<file path="src/rtl/fft_frame_reader.sv">
// fft_frame_reader: read-side controller for the burst FFT/IFFT result buffer.
// After a start pulse it scans every buffer location once and presents the RAM's
// registered read port as a valid/ready stream with a last flag. Under
// backpressure it stalls the RAM output register through the read clock enable,
// so no skid buffer is needed.
// Build option: define FFT_FRAME_READER_BITREV_EN to read the buffer in
// bit-reversed address order. Natural order is the default.
module fft_frame_reader #(
   parameter int ADDR_WIDTH = 9,
   parameter int DATA_WIDTH = 32
) (
   input  logic                  clk,
   input  logic                  rst_n,
   input  logic                  start,
   output logic                  busy,
   output logic [ADDR_WIDTH-1:0] rd_addr,
   output logic                  rd_clk_en,
   input  logic [DATA_WIDTH-1:0] rd_data,
   output logic [DATA_WIDTH-1:0] out_data,
   output logic                  out_valid,
   input  logic                  out_ready,
   output logic                  out_last,
   output logic                  frame_done
);

   localparam logic [ADDR_WIDTH-1:0] LAST_CNT = {ADDR_WIDTH{1'b1}};
   localparam logic [ADDR_WIDTH-1:0] ONE_CNT  = {{(ADDR_WIDTH-1){1'b0}}, 1'b1};

   typedef enum logic [1:0] {
      IDLE  = 2'd0,
      RUN   = 2'd1,
      DRAIN = 2'd2
   } state_t;

   state_t                  state_r;
   logic [ADDR_WIDTH-1:0]   cnt_r;
   logic                    adv_s;
   logic                    rd_en_s;
   logic                    last_hs_s;

   // Map the scan counter onto a buffer address (identity or bit-reverse).
   function automatic logic [ADDR_WIDTH-1:0] addr_map(input logic [ADDR_WIDTH-1:0] c);
      logic [ADDR_WIDTH-1:0] r;
`ifdef FFT_FRAME_READER_BITREV_EN
      r = {ADDR_WIDTH{1'b0}};
      for (int i = 0; i < ADDR_WIDTH; i++) begin
         r[i] = c[ADDR_WIDTH-1-i];
      end
`else
      r = c;
`endif
      return r;
   endfunction

   // Advance when the output slot is empty or is being emptied this cycle.
   always_comb begin
      adv_s     = ~out_valid | out_ready;
      last_hs_s = out_valid & out_ready & out_last;
      if (rst_n && (state_r == RUN)) begin
         rd_en_s = adv_s;
      end else begin
         rd_en_s = 1'b0;
      end
   end

   assign rd_clk_en = rd_en_s;
   assign rd_addr   = addr_map(cnt_r);
   // The RAM output register is the stream register; it holds while rd_clk_en is low.
   assign out_data  = rd_data;

   // Frame sequencing FSM, read counter and registered stream/status flags.
   always_ff @(posedge clk) begin
      if (!rst_n) begin
         state_r    <= IDLE;
         cnt_r      <= {ADDR_WIDTH{1'b0}};
         busy       <= 1'b0;
         out_valid  <= 1'b0;
         out_last   <= 1'b0;
         frame_done <= 1'b0;
      end else begin
         frame_done <= 1'b0;

         if (rd_en_s) begin
            cnt_r     <= cnt_r + ONE_CNT;
            out_valid <= 1'b1;
            out_last  <= (cnt_r == LAST_CNT);
         end else if (out_ready) begin
            out_valid <= 1'b0;
            out_last  <= 1'b0;
         end

         case (state_r)
            IDLE: begin
               // A start arriving while frame_done pulses belongs to the old frame.
               if (start && !frame_done) begin
                  state_r <= RUN;
                  cnt_r   <= {ADDR_WIDTH{1'b0}};
                  busy    <= 1'b1;
               end
            end
            RUN: begin
               if (rd_en_s && (cnt_r == LAST_CNT)) begin
                  state_r <= DRAIN;
               end
            end
            DRAIN: begin
               if (last_hs_s) begin
                  state_r    <= IDLE;
                  busy       <= 1'b0;
                  frame_done <= 1'b1;
               end
            end
            default: begin
               state_r <= IDLE;
               busy    <= 1'b0;
            end
         endcase
      end
   end

endmodule
</file>
<file path="config.mk">
export PLATFORM = sky130hd
export DESIGN_NAME = fft_frame_reader
export DESIGN_NICKNAME = d
export VERILOG_FILES = /design/src/rtl/fft_frame_reader.sv
export SDC_FILE = /design/constraint.sdc
export NUM_CORES = 1
export LEC_CHECK = 0
export ABC_CLOCK_PERIOD_IN_PS = 3100
export BUFFER_PORTS_ARGS = -buffer_cell sky130_fd_sc_hd__buf_2
export CELL_PAD_IN_SITES_DETAIL_PLACEMENT = 1
export CELL_PAD_IN_SITES_GLOBAL_PLACEMENT = 2
export CORE_ASPECT_RATIO = 1.1
export CORE_UTILIZATION = 22
export CTS_BUF_LIST = sky130_fd_sc_hd__clkbuf_8
export CTS_CLUSTER_DIAMETER = 200
export CTS_CLUSTER_SIZE = 28
export DETAILED_ROUTE_END_ITERATION = 12
export PLACE_DENSITY = 0.95
export SLEW_MARGIN = 20
export SYNTH_ARGS = -nofsm -noshare
export SYNTH_HDL_FRONTEND = slang
export SYNTH_SLANG_ARGS = --single-unit
</file>
<file path="constraint.sdc">
create_clock -name clk -period 3.1 [get_ports clk]
set_input_delay 0.775 -clock clk [delete_from_list [all_inputs] [get_ports clk]]
set_output_delay 0.775 -clock clk [all_outputs]
set_load 0.02 [all_outputs]
</file>
# After elaboration in Yosys (flattened, before gate mapping)
# Cells that the tools add are included.
[word_totals]
reg_bits = 15
out_inout_bits = 46
ram_bits = 0
latchBits = 0
input_bits = 36
wordCells = 42
mem_count = 0
romBits = 0
[op_classes]
multipliers = 0
muxes = 15
order_cmp = 0
bitwise = 5
eq_ne = 6
n_addsub = 1
reduce_logical = 9
div_mod_pow = 0
n_shift = 0
[ops]
columns = ["operator", "count"]
rows = [
  ["2-to-1 mux 9 bit", 3],
  ["adder 9 x 1 -> 9 bit (second input constant)", 1],
  ["equality test 9 bit (second input constant)", 1],
  ["2-to-1 mux 1 bit", 7],
  ["2-to-1 mux 2 bit", 3],
  ["case mux 2 bit (3 select lines)", 1],
  ["AND reduction 3 bit", 2],
  ["inequality test 2 bit (second input constant)", 2],
  ["logical AND 1 bit", 3],
  ["case mux 1 bit (3 select lines)", 1],
  ["bitwise AND 1 bit", 2],
  ["equality test 2 x 1 -> 1 bit (second input constant)", 1],
  ["equality test 2 bit (second input constant)", 1],
  ["logical NOT 2 bit", 1],
  ["inequality test 2 x 1 -> 1 bit (second input constant)", 1],
  ["NOT 1 bit", 2],
  ["AND reduction 2 bit", 1],
  ["nonzero test 2 bit", 1],
  ["logical NOT 1 bit", 1],
  ["bitwise OR 1 bit", 1],
]

# Longest topological paths before layout
[depth]
word_depth = 6
ltp_mapped = 6
mapped_depth_nobuf = 6

# Worst setup path before layout
# OpenSTA, ideal clock, no wires.
[synth_timing]
path_kind = "input to output"
start = "input port out_ready"
end = "output port rd_clk_en"
t_arrival_ns = 1.281
setup_slack_ns = 1.044
required_time_ns = 2.325
path_stages = 3
cell_sequence = "nor2b_1 buf_2 nor2_1"
[synth_between]
elab_chain_len = 2
[synth_lines]
columns = ["element", "line", "text"]
rows = [
  ["start, declared", "21", "input logic out_ready,"],
  ["bitwise OR 1 bit", "57", "adv_s = ~out_valid | out_ready;"],
  ["2-to-1 mux 1 bit", "59", "if (rst_n && (state_r == RUN)) begin"],
  ["end, declared", "17", "output logic rd_clk_en,"],
]
# Every way passes these cells.

# Worst setup path in the final report
[layout_timing]
start = "input port rst_n"
end = "output port rd_clk_en"
[layout_between]
elab_chain_len = 2
[layout_lines]
columns = ["element", "line", "text"]
rows = [
  ["start, declared", "13", "input logic rst_n,"],
  ["logical AND 1 bit", "59", ""],
  ["2-to-1 mux 1 bit", "59", ""],
]
# Every way passes these cells.

==> run metrics <==
CTS root buffer=clkbuf_8; count of final setup violators=0; Crit Path Class=in2out; Synth area leader=dfxtp_1; most common flop cell mapped by yosys=dfxtp_1; final instance area=970 sq um; setup slack after layout=0.803 ns; DR vias/cell=4.52; clock skew=0.00155 ns; gpl congestion=0.718; RSZ-0062 raised after global routing=no; antenna violations before repair=0; Critical Path Start Type=input port; Max FO, Critical Path=12; Distinct cells, synth=32; DIE AREA=about 5000 sq um; Port-buffer cells=17; register area share after synthesis=28.9%; share of post-route cells with drive strength above 1=34.0%; LEAKAGE=0.370 nW; P&R area growth vs syn=-6.74%; Post-CTS Setup Inserts=0; flip-flop and latch count after synthesis=15; drt drc=0; vias in the first global route=748; Routed Antenna Nets=0; Post-Syn Nets=152; R2R setup slack=~1.7 ns; CP Data Required Time=2.32 ns; number of diodes=0; dpl cells=150; Clock Tree Buf Depth=2; Area contributors post-synth=dfxtp_1, buf_4, a21oi_2, mux2i_1, nand3_1; synthesized area=between 1000 and 1500 sq um; Synth top area share=28.9%; VDD IR-drop max=0.121 mV; drt total wl=2.10 mm; vias post-DR=696; ys async rst share=0%; max-cap violation count=0; crit path time final=2.30 ns; DRT iter0 DRCs=38; Resize count post-CTS=0; Starting Density=between 20% and 30%; cells after synthesis=114; max frequency=roughly 0.44 GHz; GRT Total Usage=9.21%; Syn. warnings=0; grt ovf=0; hpwl dp=1.63 mm; core area=4410 sq um; PwrDens=407 nW/um^2; hold_buf cts=0; DIE WIDTH=between 60 and 70 um; clk_lat worst skew=0.25 ns; Critical Path AT=between 1.5 and 2 ns; final hold vios=0; drt pass-1 iters=4; dpl cell area=925 sq um; Post-synth EDFFs=0; Placement Setup Slack=0.800 ns; first-pass GRT wire length=3.49 mm; clk slew on worst S/H paths=0.06 ns; die height=74.1 um; Num Clock Sinks=15; Cell Rows=25; Crit. End Element=output port; H-tree Lvls=1; Avg Inst Size Synth=9.12 sq um; IO Pins=82; Cell Count, Final, Fillers Out=154; crit share post-route=74.1%; status=complete, no violations; Hold Crit Class=reg2reg; Setup TNS Final=0 ns; CTS tree=built; DR WL/cell=13.6 um; TritonCTS buffer count=3; fin nets=~140; largest net degree at the start of global routing=14; relative slew slack=75.6%; Worst-Margin Slew=between 0.3 and 0.4 ns; Slew Limit Fails=0
-- state kept, by name, summed over array words and instances (netlist names) --
signal and cells:
out_valid 1, state_r 2, rd_addr 9, out_last 1, busy 1, frame_done 1
-- final cells by class --
type / instances / area (sq um)
Fill cell: 529 / 3440
Multi-Input combinational cell: 60 / 453
Sequential cell: 15 / 300
Timing Repair Buffer: 18 / 92.6
Tap cell: 54 / 67.6
Clock buffer: 3 / 41.3
Inverter: 3 / 11.3
Clock inverter: 1 / 3.75
-- placed cells by master (no fill, tap or decap), drive strengths merged --
cell | synthesis | routed
nor2b | 2 | 2
nand3b | 2 | 2
o21ai | 5 | 5
ha | 2 | 2
or4 | 2 | 2
nand4 | 2 | 2
or4b | 1 | 1
buf | 36 | 18
nand2b | 2 | 2
a31oi | 1 | 1
a311oi | 1 | 1
and3 | 1 | 1
and3b | 1 | 1
a21boi | 2 | 2
o211ai | 1 | 1
nor2 | 3 | 3
o31ai | 2 | 2
a21oi | 7 | 7
inv | 3 | 4
nand2 | 3 | 3
nor4 | 3 | 3
clkbuf | 0 | 3
nand3 | 12 | 12
dfxtp | 15 | 15
or3 | 1 | 1
mux2i | 4 | 4
-- metrics by stage --
stage / hold slack (ns) / utilization, % / power (mW)
global route: 0.548 / 22.0 / 0.411
detailed placement: 0.505 / 21.0 / 0.244
finish: 0.509 / 22.0 / 0.395
floorplan: 0.495 / - / 0.296
global placement: 0.504 / 21.0 / 0.243
CTS: 0.513 / 22.0 / 0.403
-- critical path, cell delays in order --
cell and delay (ns):
buf_2 0.30, nand3b_4 0.17, nor2_1 0.11, buf_2 0.16
-- per-layer routing --
| layer | global-route usage, % | vias to the layer above | wire [um] |
|---|---|---|---|
| met5 | 0 | - | 0 |
| met2 | 16.8 | 15 | 1100 |
| met4 | 6.38 | 0 | 50 |
| met1 | 9.55 | 333 | 831 |
| li1 | - | 344 | - |
| met3 | 1.23 | 4 | 113 |
-- kinds of logic (layout without fill, tap and decap cells) --
logic type	count (synthesis)	count (layout)	synth area share, %
muxes	4	4	3.85
buffers and inverters	39	25	27.6
DFF	15	15	28.9
adders and majority gates	2	2	2.41
and+or+nand+nor	35	35	24.3
AOI/OAI and AO/OA	19	19	13.0
-- synthesized netlist by cell type (all sizes together), types with 2 or more instances --
library cell  instances
o31ai                 2
o21ai                 5
ha                    2
nand3                12
nor4                  3
nor2                  3
nor2b                 2
nand2b                2
buf                  36
dfxtp                15
inv                   3
a21oi                 7
nand4                 2
nand3b                2
mux2i                 4
or4                   2
a21boi                2
nand2                 3
-- where the power goes --
group | internal, mW | switching, mW | total, mW
combinational | 0.0132 | 0.0251 | 0.0383
sequential | 0.196 | 0.00511 | 0.201
clock | 0.0877 | 0.0671 | 0.155
-- final timing paths --
check | start | cells past startpoint | end
hold / removal | busy | 2 | busy
hold reg to reg | busy | 2 | busy
setup / recovery | rst_n | 4 | rd_clk_en
setup reg to reg | out_valid | 4 | rd_addr[4]
(Power assumes the default switching activity.)
